===== src/rtl/control_pkg.sv =====
// Shared definitions for the control unit: state encodings, opcodes,
// ALU function codes and the DECODE dispatch helper.
package control_pkg;

    // Encodings are visible on OutState, so they are fixed explicitly.
    typedef enum logic [3:0] {
        ST_INIT   = 4'd0,
        ST_FETCH  = 4'd1,
        ST_DECODE = 4'd2,
        ST_NOOP   = 4'd3,
        ST_LOAD_A = 4'd4,
        ST_LOAD_B = 4'd5,
        ST_STORE  = 4'd6,
        ST_ADD    = 4'd7,
        ST_SUB    = 4'd8,
        ST_HALT   = 4'd9
    } state_e;

    localparam logic [3:0] OP_NOOP  = 4'd0;
    localparam logic [3:0] OP_STORE = 4'd1;
    localparam logic [3:0] OP_LOAD  = 4'd2;
    localparam logic [3:0] OP_ADD   = 4'd3;
    localparam logic [3:0] OP_SUB   = 4'd4;
    localparam logic [3:0] OP_HALT  = 4'd5;

    localparam logic [2:0] ALU_PASS = 3'd0;
    localparam logic [2:0] ALU_ADD  = 3'd1;
    localparam logic [2:0] ALU_SUB  = 3'd2;

    // First execute state for an opcode; undefined opcodes behave as NOOP.
    function automatic state_e exec_state(input logic [3:0] op);
        state_e st;
        case (op)
            OP_NOOP:  st = ST_NOOP;
            OP_STORE: st = ST_STORE;
            OP_LOAD:  st = ST_LOAD_A;
            OP_ADD:   st = ST_ADD;
            OP_SUB:   st = ST_SUB;
            OP_HALT:  st = ST_HALT;
            default:  st = ST_NOOP;
        endcase
        return st;
    endfunction

endpackage


===== src/rtl/control_out_dec.sv =====
// Moore output decoder for the control unit.
// Inputs : state  - current control state
//          fields - Instr[11:0] (operand fields; opcode is not needed here)
// Outputs: every datapath control strobe/address; strobes depend only on
//          state, address fields are taken combinationally from the fields.
module control_out_dec
    import control_pkg::*;
#(
    parameter int D_AW   = 8,
    parameter int RF_AW  = 4,
    parameter int ALU_SW = 3
) (
    input  state_e              state,
    input  logic [11:0]         fields,
    output logic                pc_clr,
    output logic                pc_up,
    output logic                ir_ld,
    output logic [D_AW-1:0]     d_addr,
    output logic                d_wr,
    output logic                rf_s,
    output logic [RF_AW-1:0]    rf_w_addr,
    output logic                rf_w_en,
    output logic [RF_AW-1:0]    rf_ra_addr,
    output logic [RF_AW-1:0]    rf_rb_addr,
    output logic [ALU_SW-1:0]   alu_s0,
    output logic                halted
);

    // Decode state into outputs; everything defaults to 0 so write strobes
    // can only appear in their own states.
    always_comb begin
        pc_clr     = 1'b0;
        pc_up      = 1'b0;
        ir_ld      = 1'b0;
        d_addr     = '0;
        d_wr       = 1'b0;
        rf_s       = 1'b0;
        rf_w_addr  = '0;
        rf_w_en    = 1'b0;
        rf_ra_addr = '0;
        rf_rb_addr = '0;
        alu_s0     = ALU_SW'(ALU_PASS);
        halted     = 1'b0;
        case (state)
            ST_INIT: begin
                pc_clr = 1'b1;
            end
            ST_FETCH: begin
                ir_ld = 1'b1;
                pc_up = 1'b1;
            end
            ST_LOAD_A, ST_LOAD_B: begin
                d_addr    = D_AW'(fields[11:4]);
                rf_s      = 1'b1;
                rf_w_addr = RF_AW'(fields[3:0]);
                // LOAD_A is the memory latency slot; write only in LOAD_B.
                rf_w_en   = (state == ST_LOAD_B);
            end
            ST_STORE: begin
                d_addr     = D_AW'(fields[7:0]);
                rf_ra_addr = RF_AW'(fields[11:8]);
                d_wr       = 1'b1;
                alu_s0     = ALU_SW'(ALU_PASS);
            end
            ST_ADD, ST_SUB: begin
                rf_ra_addr = RF_AW'(fields[11:8]);
                rf_rb_addr = RF_AW'(fields[7:4]);
                rf_w_addr  = RF_AW'(fields[3:0]);
                rf_w_en    = 1'b1;
                rf_s       = 1'b0;
                alu_s0     = (state == ST_ADD) ? ALU_SW'(ALU_ADD) : ALU_SW'(ALU_SUB);
            end
            ST_HALT: begin
                halted = 1'b1;
            end
            default: begin
                pc_clr = 1'b0;
            end
        endcase
    end

endmodule


===== src/rtl/control_fsm.sv =====
// Control unit: fetch/decode/execute sequencer for NOOP, STORE, LOAD,
// ADD, SUB and HALT.
// Inputs : Clock, Reset_n (async active-low), Instr (from IR Data_out)
// Outputs: PC_clr/PC_up, IR_ld, D_addr/D_wr, RF_s, RF_W_addr/RF_W_en,
//          RF_Ra_addr/RF_Rb_addr, ALU_s0, OutState (debug), Halted.
module control_fsm
    import control_pkg::*;
#(
    parameter int D_AW   = 8,
    parameter int RF_AW  = 4,
    parameter int ALU_SW = 3
) (
    input  logic                Clock,
    input  logic                Reset_n,
    input  logic [15:0]         Instr,
    output logic                PC_clr,
    output logic                PC_up,
    output logic                IR_ld,
    output logic [D_AW-1:0]     D_addr,
    output logic                D_wr,
    output logic                RF_s,
    output logic [RF_AW-1:0]    RF_W_addr,
    output logic                RF_W_en,
    output logic [RF_AW-1:0]    RF_Ra_addr,
    output logic [RF_AW-1:0]    RF_Rb_addr,
    output logic [ALU_SW-1:0]   ALU_s0,
    output logic [3:0]          OutState,
    output logic                Halted
);

    state_e state_q;
    state_e state_d;

    // State register; reset drops straight to INIT without waiting for a clock.
    always_ff @(posedge Clock or negedge Reset_n) begin
        if (!Reset_n) begin
            state_q <= ST_INIT;
        end else begin
            state_q <= state_d;
        end
    end

    // Next-state logic; Instr is consulted only in DECODE so it cannot
    // disturb the sequence anywhere else.
    always_comb begin
        state_d = state_q;
        case (state_q)
            ST_INIT:   state_d = ST_FETCH;
            ST_FETCH:  state_d = ST_DECODE;
            ST_DECODE: state_d = exec_state(Instr[15:12]);
            ST_LOAD_A: state_d = ST_LOAD_B;
            ST_NOOP, ST_LOAD_B, ST_STORE, ST_ADD, ST_SUB: state_d = ST_FETCH;
            ST_HALT:   state_d = ST_HALT;
            default:   state_d = ST_INIT;
        endcase
    end

    assign OutState = state_q;

    control_out_dec #(
        .D_AW   (D_AW),
        .RF_AW  (RF_AW),
        .ALU_SW (ALU_SW)
    ) u_out_dec (
        .state      (state_q),
        .fields     (Instr[11:0]),
        .pc_clr     (PC_clr),
        .pc_up      (PC_up),
        .ir_ld      (IR_ld),
        .d_addr     (D_addr),
        .d_wr       (D_wr),
        .rf_s       (RF_s),
        .rf_w_addr  (RF_W_addr),
        .rf_w_en    (RF_W_en),
        .rf_ra_addr (RF_Ra_addr),
        .rf_rb_addr (RF_Rb_addr),
        .alu_s0     (ALU_s0),
        .halted     (Halted)
    );

endmodule


===== config.mk =====
export PLATFORM = sky130hd
export DESIGN_NAME = control_fsm
export DESIGN_NICKNAME = d
export VERILOG_FILES = /design/src/rtl/control_pkg.sv /design/src/rtl/control_out_dec.sv /design/src/rtl/control_fsm.sv
export SDC_FILE = /design/constraint.sdc
export NUM_CORES = 1
export LEC_CHECK = 0
export CORE_MARGIN = 2
export CORE_UTILIZATION = 29
export CTS_CLUSTER_DIAMETER = 30
export DETAILED_ROUTE_END_ITERATION = 10
export PLACE_DENSITY = 0.88
export SETUP_SLACK_MARGIN = 0.15
export SYNTH_ARGS = -nofsm -noshare
export SYNTH_HDL_FRONTEND = slang
export SYNTH_SLANG_ARGS = --single-unit

===== constraint.sdc =====
create_clock -name Clock -period 1.9 [get_ports Clock]
set_clock_uncertainty 0.1 [all_clocks]
set_input_delay 0.38 -clock Clock [delete_from_list [all_inputs] [get_ports Clock]]
set_output_delay 0.38 -clock Clock [all_outputs]
set_load 0.01 [all_outputs]

Word level (Yosys, flattened, before mapping)
Index checks and enable logic that the tools add are counted.
{"block": "classes", "n_reduce_logical": 6, "n_mux": 14, "n_eq_ne": 14}
{"operator": "one-hot mux 4 bit (5 select lines)", "n": 2}
{"operator": "equality test 4 x 3 -> 1 bit, second input constant", "n": 6}
{"operator": "equality test 4 x 2 -> 1 bit, second input constant", "n": 4}
{"operator": "one-hot mux 8 bit (2 select lines)", "n": 1}
{"operator": "2-to-1 mux 4 bit", "n": 3}
{"operator": "equality test 4 x 1 -> 1 bit, second input constant", "n": 2}
{"operator": "equality test 4 bit, second input constant", "n": 2}
{"operator": "OR reduction 6 bit", "n": 1}
{"operator": "2-to-1 mux 1 bit", "n": 5}
{"operator": "zero test 4 bit", "n": 1}
{"operator": "OR reduction 2 bit", "n": 2}
{"operator": "OR reduction 4 bit", "n": 1}
{"operator": "2-to-1 mux 3 bit", "n": 1}
{"operator": "OR reduction 3 bit", "n": 1}
{"operator": "2-to-1 mux 2 bit", "n": 1}
{"operator": "one-hot mux 1 bit (2 select lines)", "n": 1}
{"block": "totals", "wordCells": 35, "register_bits": 4, "inputBits": 18, "output_inout_bits": 34}

Depth between registers and ports, before layout
Gate-level depths: netlist of the first run.
{"block": "logic_depth", "word_depth": 3, "mapped_depth": 5, "ltp_nobuf": 3}

Modules after synthesis
A second synthesis of the first run with hierarchy kept.
{"block": "unflattened", "cells_unflattened": 83, "hier_area_um2": 638.1}
{"mod": "control_out_dec", "n_inst": 1, "area_each_um2": 397.9, "seq_area_each_um2": 0.0, "cells_each": 58}
{"mod": "control_fsm", "n_inst": 1, "area_each_um2": 240.2, "seq_area_each_um2": 100.1, "cells_each": 25}

Worst setup path before layout of the first run
Ideal clock, no wire load.
{"block": "synth_path", "path_type": "reg-to-output", "from": "reg state_q[1] (netlist: OutState[1])", "to": "out RF_Rb_addr[0]", "required_ns": 1.420, "path_stages_with_launch": 5, "n_path_buf": 1, "path_slack_ns": 0.062, "arrival_time_ns": 1.358, "cell_sequence": "dfrtp_1 > buf_6 > or4b_4 > o21ai_2 > and2_1"}
{"block": "synth_between", "elab_chain_cells": 3, "elab_cells_between_ends": 4, "classes_between": "eq/ne: 2; mux: 1; reduce/logical: 1"}
{"element": "start, declared", "line_no": "control_fsm.sv:31", "source": "state_e state_q;"}
{"element": "start signal, assigned", "line_no": "control_fsm.sv:39", "source": "state_q <= state_d;"}
{"element": "equality test 4 bit or equality test 4 x 3 -> 1 bit (tied branches)", "line_no": "control_out_dec.sv:44", "source": "case (state)"}
{"element": "OR reduction 2 bit *", "line_no": "control_out_dec.sv:44"}
{"element": "2-to-1 mux 4 bit *", "line_no": "control_out_dec.sv:44"}
{"element": "end, declared", "line_no": "control_fsm.sv:25", "source": "output logic [RF_AW-1:0] RF_Rb_addr,"}
Mark *: on every way between the ends. The rest lies on a longest branch, timed or not.

Final worst setup path of the first run
{"block": "layout_path", "from": "reg state_q[1] (netlist: OutState[1])", "to": "out RF_Rb_addr[1]"}
Same word-level chain as after synthesis.

==> impl_metrics.toml, run 1 <==
[critical_path]
critPathMaxFanout = 4
crit_type = "register to primary output"
cp-start-kind = "register"
cp-end-kind = "primary output"
crit_chain = "or4b_4, o21ai_4, and2_4, buf_6"
cpPeakStageDelay_ns = 0.60
crit_arrival_ns = 1.60
cpMaxStageDelayCell = "or4b_4"
worstPathRequired_ns = 1.42

[timing]
fin_hold_ws_ns = 0.235
hold_viol_final = 0
fin_crit_sh_pct = 110
layout_setup_ws_ns = -0.184
drv_slew = 0
rsz0062_at_grt = "yes"
finalSetupViolCount = 25
period_minus_slack_ns = 2.08
fin_setup_tns_ns = -2.61
fmax_ghz = 0.480

[finish]
syn_to_final_growth_pct = 147
layout-drive-gt1-share_pct = 60.3
largest_register_ffs = 4
num-nets-final = 161
num_antenna_cells = 0

[synthesis]
synth-warning-count = 0
avgSynthCellArea_um2 = 8.00
synth-main-ff-cell = "dfrtp_1"
synth_common_cells = "a22o_1 (8), and2_1 (8), a21boi_0 (4), dfrtp_1 (4), nand2b_1 (4)"
synth_area_leaders = "dfrtp_1 (18%), a22o_1 (13%), and2_1 (9.2%)"
ys_ff_latch = 4
yosysTopAreaCellShare_pct = 18.4
yosys.cell_types.count = 32
async_flop_share_pct = 100
yosys.area.top_type = "dfrtp_1"
synth_area_um2 = 544
ys_seq_area_share_pct = 18.4
synth_edf_count = 0
syn_inst = 68
synth_fp_nets = 86

[clock_network]
clockBufferDepth = 2
clockRootBuffer = "clkbuf_4"
clk_pin_slew_worst_paths_ns = 0.05
cts_tree = "yes"
cts_sinks = 4
hold_buffers = 0
cts_max_level = 1
clock_latency_ns = 0.25
cts_buffers = 3

[routing]
totalWireLength_um = 2590
ant_nets = 0
drt-vias-per-instance = 5.17
drc_errors = 0
firstDrtPassIters = 4
drt_iter0_markers = 3
wl_per_cell_um = 15.6
vias = 858

[run_status]
violations = "negative setup slack"
status = "finished with violations"

[placement]
port_buffers = 50
dpl.hpwl_um = 1690
gp_congestion = 0.706

[grt]
gr-usage-met1_pct = 20.2
grtUsageMet2_pct = 39.2
grt_pass1_vias = 751
antenna_found_initial = 0
grt_max_degree = 12
grt_busiest_layer = "met2"
globalRouteMet3Util_pct = 5.38
overflow = 0
grt_pass1_wl_um = 3260
grt_usage_pct = 20.5

[floorplan]
core-area_um2 = 1750
rows = 15
die_area_um2 = 2240
start_util_pct = 31.2
ios = 52
fp.dieH_um = 47.3
die_w_um = 47.3

[pwr]
peakVddDrop_mv = 0.661
p_leak_nw = 0.652
power_density_nw_per_um2 = 779

[run]
maxCapViolCount = 0

[min_path]
hp-class = "primary input to async pin"
critical path, delay by kind of cell (launching register included):
kind                   cells  cell delay (ns)
buffers and inverters      1             0.09
AOI/OAI and AO/OA          1             0.11
DFF                        1             0.39
and+or+nand+nor            2             0.77
where the power goes:
part | switching, mW | internal [mW]
logic | 0.354 | 0.442
clock network | 0.0439 | 0.0713
registers | 0.0230 | 0.113
layout make-up:
cell class | count | area [um2]
clock buffers | 3 | 22.5
fillers | 122 | 402
inverters | 3 | 13.8
repair buffers | 76 | 686
multi-input cells | 55 | 490
flip-flops and latches | 4 | 100
well taps | 25 | 31.3
repair_timing:
action,in CTS,in global routing
endpoints found under the setup margin,33,29
resized for setup,139,34
cloned,0,2
setup buffers,6,5
pin swaps,9,22
layer usage:
metal / part of all wire (%) / vias to the layer above
li1: - / 394
met1: 34 / 404
met2: 53 / 52
met3: 11 / 8
met4: 2.1 / 0
met5: 0 / -
kinds of logic (layout without fill, tap and decap cells):
group	after synthesis	after routing	synth area share (%)
and+or+nand+nor	31	31	38.2
other	1	1	0.689
buffers and inverters	9	82	10.8
AOI/OAI and AO/OA	22	22	30.3
DFF	4	4	18.4
xor gates and xnor gates	1	1	1.61
final timing paths:
kind / slack [ns] / endpoint / start / cells after the start
max: -0.18 / RF_Rb_addr[1] / OutState[1] / 4
min: 0.23 / OutState[0] / Reset_n / 1
max reg2reg: 0.17 / OutState[0] / OutState[2] / 7
min reg2reg: 0.58 / OutState[2] / OutState[0] / 2
max in group asynchronous: 1.29 / OutState[3] / Reset_n / 1
min in group Clock: 0.58 / OutState[2] / OutState[0] / 2
layout by cell type (no fill, tap or decap), types with 3 or more instances in the layout:
cell type,count
dlygate4sd2_1,4
clkbuf_4,3
buf_4,12
clkdlybuf4s50_1,17
a21boi_1,4
buf_6,27
a22o_1,8
buf_2,15
dfrtp_1,4
and2_4,8
stage by stage:
| step | setup WS [ns] | std cells | cell area [um2] | util, % | power (mW) |
|---|---|---|---|---|---|
| after floorplan | 0.0756 | 68 | 577 | - | 0.459 |
| after global placement | -0.297 | 150 | 1160 | 66.4 | 0.761 |
| after detailed placement | -0.345 | 150 | 1160 | 66.4 | 0.776 |
| after CTS | -0.157 | 159 | 1240 | 71.3 | 0.896 |
| after global routing | -0.218 | 166 | 1340 | 77.0 | 1.11 |
| final | -0.184 | 166 | 1340 | 77.0 | 1.05 |
No activity file was read; power rests on OpenSTA's default activity.
==> inputs of run 2 (changes only) <==
--- a/config.mk
+++ b/config.mk
@@ -7,3 +7,2 @@
 export LEC_CHECK = 0
-export CORE_MARGIN = 2
 export CORE_UTILIZATION = 29
==> constraint.sdc (replaced) <==
create_clock -name Clock -period 1.9 [get_ports Clock]
set_clock_uncertainty 0.1 [all_clocks]
set_input_delay 0.19 -clock Clock [delete_from_list [all_inputs] [get_ports Clock]]
set_output_delay 0.19 -clock Clock [all_outputs]
set_load 0.01 [all_outputs]
==> run 2 against run 1 <==
Via count fell by 5.1%. Register-to-register slack better by 0.10 ns. Hold slack worse by 0.18 ns. Highest routed layer unchanged. The run now ends clean. Design area is 5.4% lower. Routed wire length decreased by 4.6%. Die area shrank 8.3%. Combinational power down 9.0%. Flip-flop and latch count unchanged. Global-route usage rose by 2.9 points. Critical path type unchanged.
==> impl_metrics.toml, run 2 (synthesis gave the netlist of run 1 again) <==
[routing]
drt-vias-per-instance = 5.06
wl_met2_um = 1270
drc_errors = 0
firstDrtPassIters = 4
wl_per_cell_um = 15.3
drt_iter0_markers = 9
met3_length_um = 205
highest_layer = "met4"
totalWireLength_um = 2470
ant_nets = 0
wl_met1_um = 950
vias = 814

[min_path]
hp-class = "primary input to async pin"

[clock_network]
clock_latency_ns = 0.24
hold_buffers = 0
clockRootBuffer = "clkbuf_4"
cts_max_level = 1
clk_pin_slew_worst_paths_ns = 0.04
cts_sinks = 4
clockBufferDepth = 2
cts_tree = "yes"
cts_buffers = 3

[floorplan]
fp.dieH_um = 45.3
die_area_um2 = 2050
rows = 15
ios = 52
start_util_pct = 31.2
core-area_um2 = 1750
die_w_um = 45.3

[run]
maxCapViolCount = 0

[timing]
hold_viol_final = 0
finalSetupViolCount = 0
drv_slew = 0
rsz0062_at_grt = "yes"
fin_crit_sh_pct = 98.8
fmax_ghz = 0.532
period_minus_slack_ns = 1.88

[pwr]
seqPwrFrac_pct = 13.8
power_switching_uw = 393
swShare_pct = 40.5
internal_power_uw = 578
p_leak_nw = 0.605
peakVddDrop_mv = 0.736
power_frac_comb_pct = 74.6
clkPwrFrac_pct = 11.6
power_density_nw_per_um2 = 763

[placement]
place_inst = 148
port_buffers = 50
dpl.hpwl_um = 1610
placed_cell_area_um2 = 1110
gp_congestion = 0.764

[grt]
grt_usage_pct = 23.4
grt_max_degree = 12
antenna_found_initial = 0
overflow = 0
grt_pass1_vias = 759
grt_pass1_wl_um = 3310

[finish]
num-nets-final = 156
final_cells = 161
num_antenna_cells = 0
largest_register_ffs = 4
layout-drive-gt1-share_pct = 55.9
syn_to_final_growth_pct = 134
layout_common_cells = "buf_6 (21), clkdlybuf4s50_1 (21), buf_2 (12), buf_4 (12)"
stdcell_area_um2 = 1270

[critical_path]
crit_arrival_ns = 1.59
worstPathRequired_ns = 1.61
crit_type = "register to primary output"
cp-end-kind = "primary output"
critPathMaxFanout = 4
cp-start-kind = "register"

[run_status]
status = "finished clean"
run 2: changes by cell type in the layout (fill, tap and decap cells not counted), sizes merged:
cell / previous run / this run
buf: 54 / 45
clkbuf: 3 / 6
clkdlybuf4s15: 1 / 0
clkdlybuf4s50: 17 / 21
dlygate4sd1: 0 / 1
dlygate4sd2: 4 / 1
run 2: per-layer routing:
layer  global-route usage (%)  vias up
met4                     21.2        0
met1                     21.1      377
li1                         -      387
met3                     6.40        4
met2                     42.0       46
met5                        0        -
run 2: worst paths after layout:
path	from	to	slack [ns]	cells past startpoint
max	OutState[1]	RF_Rb_addr[0]	0.02	4
min	Reset_n	OutState[2]	0.06	1
max reg2reg	OutState[3]	OutState[3]	0.27	5
min reg2reg	OutState[1]	OutState[3]	0.60	3
max in group asynchronous	Reset_n	OutState[1]	1.46	1
min in group Clock	Instr[15]	OutState[1]	0.57	3
run 2: area by class of cell:
cell class	count	area [um2]
Timing Repair Buffer	71	629
Multi-Input combinational cell	55	474
Fill cell	127	474
Sequential cell	4	100
Tap cell	25	31.3
Clock buffer	3	22.5
Inverter	3	13.8
run 2: critical path, cell delays in order (launching register included):
cell,delay [ns]
dfrtp_1,0.38
or4b_4,0.60
o21ai_4,0.11
and2_4,0.17
buf_6,0.09
run 2: timing repair:
action,4_1_cts,5_1_grt
endpoints found under the hold margin,0,0
cloned,0,1
pin swaps,8,16
setup buffers,3,6
setup endpoints to repair,29,26
gates resized for setup,94,66
run 2: metrics by stage:
step                      util, %  hold WS (ns)  setup TNS, ns  setup WS [ns]  total power [mW]
after detailed placement     63.7         0.312         -0.978         -0.113             0.728
after global routing         72.8        0.0624        -0.0556        -0.0206              1.03
after global placement       63.7         0.300         -0.619        -0.0728             0.716
final                        72.8        0.0590              0         0.0220             0.970
after floorplan                 -        -0.206              0          0.252             0.445
after CTS                    64.9        0.0540         -0.507        -0.0484             0.828
run 2: power by group through the flow:
stage / clock (mW) / sequential [mW] / combinational (mW)
after floorplan: 0 / 0.149 / 0.296
after global placement: 0 / 0.127 / 0.590
after detailed placement: 0 / 0.128 / 0.600
after CTS: 0.114 / 0.129 / 0.585
after global routing: 0.122 / 0.134 / 0.769
final: 0.113 / 0.134 / 0.724
==> inputs of run 3 (changes only) <==
Settings changed: ABC_AREA from default to 1, PLACE_DENSITY 0.88 to 0.89.
==> run 3 against run 2 <==
Synthesized cell count grew 47%. Sequential share of layout area grew 0.38 points. Area after synthesis shrank 2.1%. Design area shrank 2.2%. Flip-flop and latch count is the same. Critical endpoint is now RF_Rb_addr[3]. Largest power group unchanged.
==> impl_metrics.toml, run 3 <==
[run_status]
status = "finished clean"

[finish]
num-nets-final = 191
stdcell_area_um2 = 1240
final_core_util_pct = 72.0
final_common_cell = "nand2_1"
layout_common_cells = "nand2_1 (25), clkdlybuf4s50_1 (21), inv_1 (18)"
largest_register_ffs = 4
num_antenna_cells = 0
fillers = 143
syn_to_final_growth_pct = 133
layout-drive-gt1-share_pct = 44.4

[floorplan]
rows = 15
fp.dieH_um = 44.9
ios = 52
die_area_um2 = 2010
die_w_um = 44.9
start_util_pct = 30.9
core-area_um2 = 1730

[synthesis]
synth_area_um2 = 533
yosys.cell_types.count = 16
synth_common_cells = "nand2_1 (32), inv_1 (23), o21ai_0 (10), nor2_1 (7), nand3_1 (5)"
avgSynthCellArea_um2 = 5.33
synth_edf_count = 0
ys_ff_latch = 4
post-synth-top-count-cell = "nand2_1"
syn_inst = 100
synth-warning-count = 0
ys_seq_area_share_pct = 18.8
synth-main-ff-cell = "dfrtp_1"
synth_area_leaders = "nand2_1 (23%), dfrtp_1 (19%), inv_1 (16%)"
yosys.area.top_type = "nand2_1"
synth_fp_nets = 118
yosysTopAreaCellShare_pct = 22.5
async_flop_share_pct = 100

[clock_network]
cts_sinks = 4
cts_max_level = 1
cts_tree = "yes"
clockRootBuffer = "clkbuf_4"
clock_latency_ns = 0.24
cts_buffers = 3
clockBufferDepth = 2
clk_pin_slew_worst_paths_ns = 0.04

[routing]
drt_iter0_markers = 22
met3_length_um = 241
wl_met1_um = 892
totalWireLength_um = 2560
firstDrtPassIters = 4
drt-vias-per-instance = 4.70
drc_errors = 0
vias = 921
ant_nets = 0
wl_met2_um = 1370
wl_per_cell_um = 13.0
highest_layer = "met4"

[placement]
port_buffers = 50
dpl.hpwl_um = 1670
dp_worst_setup_slack_ns = 0.0103
gp_congestion = 0.742
placed_cell_area_um2 = 1080

[pwr]
p_leak_nw = 0.757
finalPower_uw = 900
power_density_nw_per_um2 = 724
peakVddDrop_mv = 0.696

[critical_path]
cpMaxStageDelayCell = "dfrtp_2"
cpPeakStageDelay_ns = 0.42
crit_arrival_ns = 1.58
path_buf_inv = 4
crit_chain = "nor2_4, buf_6, nand3_4, buf_6, buf_6, a21oi_1, buf_2"
crit_type = "register to primary output"
cp-end-kind = "primary output"
crit_top_cell = "buf_6"
cp_top_family = "buffers and inverters"
critPathMaxFanout = 4
cp-start-kind = "register"
worstPathRequired_ns = 1.61

[grt]
overflow = 0
grt_max_degree = 7
grt_usage_pct = 23.8
grt_pass1_wl_um = 3510
grt_pass1_vias = 841
antenna_found_initial = 0

[timing]
layout_setup_ws_ns = 0.0251
finalSetupViolCount = 0
period_minus_slack_ns = 1.87
drv_slew = 0
rsz0062_at_grt = "yes"
hold_viol_final = 0
fmax_ghz = 0.533
fin_crit_sh_pct = 98.7
fin_setup_tns_ns = 0

[run]
maxCapViolCount = 0

[min_path]
hp-class = "primary input to async pin"
==> run 3: kinds of logic after synthesis <==
kind of cell           Yosys count  synth area share, %
AOI/OAI and AO/OA               15                 14.3
DFF                              4                 18.8
other                            1                0.704
buffers and inverters           29                 21.8
and+or+nand+nor                 51                 44.4
==> run 3: routing by layer <==
| metal | vias to the layer above | track usage, % |
|---|---|---|
| met5 | - | 0 |
| met4 | 0 | 7.27 |
| met3 | 6 | 2.40 |
| met2 | 55 | 49.1 |
| met1 | 411 | 24.6 |
| li1 | 449 | - |
==> run 3: path summary, 6_finish.rpt <==
kind,cells after the start,end,slack (ns),startpoint
setup / recovery,7,RF_Rb_addr[3],0.03,OutState[3]
hold / removal,1,OutState[0],0.06,Reset_n
setup reg to reg,5,OutState[2],0.64,OutState[2]
hold reg to reg,3,OutState[3],0.54,OutState[2]
max in group asynchronous,1,OutState[3],1.45,Reset_n
min in group Clock,3,OutState[3],0.52,Instr[14]
==> run 3: final cells by class <==
type                    count  area (um2)  share of cell area (%)
inverters                  27         109                    8.75
flip-flops and latches      4         103                    8.25
well taps                  25        31.3                    2.52
clock buffers               3        22.5                    1.81
multi-input cells          67         397                    31.9
repair buffers             70         582                    46.8
==> run 3: what timing repair did <==
item / in CTS / in global routing
endpoints found under the setup margin: 29 / 23
resized for setup: 108 / 33
pin swaps: 4 / 6
buffers inserted: 8 / 8
hold buffers: 0 / 0
==> run 3: power by group <==
group	internal [mW]	total (mW)	switching [mW]
Sequential	0.116	0.149	0.0324
Clock	0.0707	0.106	0.0352
Combinational	0.292	0.646	0.353
Total	0.479	0.900	0.421
==> run 3: through the flow <==
stage | hold slack, ns | cells
after detailed placement | 0.306 | 177
final | 0.0596 | 196
after global routing | 0.0692 | 196
after CTS | 0.0493 | 188
after global placement | 0.300 | 177
after floorplan | -0.206 | 100
==> edit, RTL diff (config.mk and constraints of run 3) <==
Register the output `ALU_s0`, with the module's reset; this adds one clock of latency there. The other outputs are not delayed to match.
--- a/src/rtl/control_fsm.sv
+++ b/src/rtl/control_fsm.sv
@@ -29,2 +29,4 @@
 );
+
+    logic [ALU_SW-1:0] ALU_s0_d;
 
@@ -76,3 +78,3 @@
         .rf_rb_addr (RF_Rb_addr),
-        .alu_s0     (ALU_s0),
+        .alu_s0     (ALU_s0_d),
         .halted     (Halted)
@@ -80,2 +82,10 @@
 
+    always_ff @(posedge Clock or negedge Reset_n) begin
+        if (!Reset_n) begin
+            ALU_s0 <= '0;
+        end else begin
+            ALU_s0 <= ALU_s0_d;
+        end
+    end
+
 endmodule
Function: changed (a bounded check fails within 4 cycles, from zero or initial values and one cycle with Reset_n low).
==> edit against run 3 <==
Setup slack improved by 0.035 ns; wire length down 5.0%; count of clock-buffer cells in the layout unchanged; final area rose by 0.70%; power up 9.6%; sequential cell count increased by 2; combinational power increased by 2%; maximum frequency up 1.9%; synthesized area increased by 9.4%; global-route usage down 1.2 points; non-clock buffer count down 6; largest power group unchanged.
==> edit: results (changes against run 3) <==
| Metric | Value |
|---|---|
| Reg2Reg Depth | 6 (+1) |
| Vias post-DR | 885 (-3.9%) |
| Routed metal-1 wirelength | 894 um (+0.22%) |
| CP delay by family, top | flip-flops |
| Status | finished, final reports clean |
| Vias in the first global route | 849 (+0.95%) |
| Commonest cells in the netlist | nand2_1, inv_1, o21ai_0 |
| Syn Nets | 120 (+1.7%) |
| Placed instance count | 179 (+1.1%) |
| DR DRC count | 0 (unchanged) |
| HPWL after detailed placement | 1754 um (+5.0%) |
| Drt first pass iters | 4 (unchanged) |
| Port Buffers | 50 (unchanged) |
| Worst R2R End | OutState[0] |
| Worst vdd ir | 0.6316 mV (-9.3%) |
| CP max FO | 7 (+3) |
| Share of layout cells above drive strength 1 | 38.92% (-5.5 points) |
| Met3 WL post-DR | 143 um (-41%) |
| Critical Path End | RF_Rb_addr[2] |
| WP data arrival | 1.55 ns (-0.03 ns) |
| Final nets | 187 (-2.1%) |
| Pin count of the biggest net entering global routing | 9 (+2) |
| Leakage power | 0.7441 nW (-1.7%) |
| Met2 routed WL | 1341 um (-2.3%) |
| Global placement routability congestion | 0.8365 (+13%) |
| Ranking of synthesized cells by area | dfrtp_1, nand2_1, inv_1 |
| DP Area | 1130 um^2 (+4.6%) |
| RR Startpoint | OutState[3] |
| WS Path Type | flop to output pin |
| Synth Area in Compound Gates | 13.09% (-1.2 points) |
==> edit: changes by cell type after synthesis <==
cell            run 3  this run
dfrtp_1             4         6
==> edit: layout make-up <==
class                           instances  area (um^2)
Multi-Input combinational cell         67        389.1
Fill cell                             149        549.3
Timing Repair Buffer                   64        553.0
Sequential cell                         6        152.6
Clock buffer                            3        22.52
Inverter                               27        103.9
Tap cell                               25        31.28
==> edit: where the power goes <==
part	switching (mW)	leakage (nW)	internal [mW]
clock	0.0539	0.0138	0.0720
combinational	0.344	0.654	0.315
sequential	0.0410	0.0763	0.160
total	0.439	0.744	0.547
==> edit: how the worst min path moves through the flow <==
stage / from / to
2_1_floorplan: Reset_n / ALU_s0[0]
3_3_place_gp: Reset_n / OutState[1]
3_5_place_dp: Reset_n / OutState[1]
4_1_cts: Reset_n / ALU_s0[1]
5_1_grt: Reset_n / ALU_s0[1]
6_report: Reset_n / ALU_s0[1]
==> edit: cell families (layout without fill, tap and decap cells) <==
logic type	Yosys count	in the layout
other	1	1
DFF	6	6
AOI/OAI and AO/OA	15	15
buffers and inverters	29	94
and+or+nand+nor	51	51
==> edit: per-stage QoR <==
stage / hold slack [ns] / setup slack (ns)
2_1_floorplan: -0.2056 / 0.5196
3_3_place_gp: 0.3459 / 0.08512
3_5_place_dp: 0.3678 / 0.008674
4_1_cts: 0.09753 / 0.008676
5_1_grt: 0.08969 / -0.01722
6_report: 0.08763 / 0.06015
==> edit: routing by layer <==
layer	vias up	track usage, %
li1	434	-
met1	409	23.90
met2	36	41.39
met3	6	3.077
met4	0	14.86
met5	-	0
==> edit: what timing repair did <==
item	CTS	global route
pin swaps	5	6
buffers inserted	9	1
resized for setup	88	32
endpoints found under the setup margin	27	24
cloned	0	0
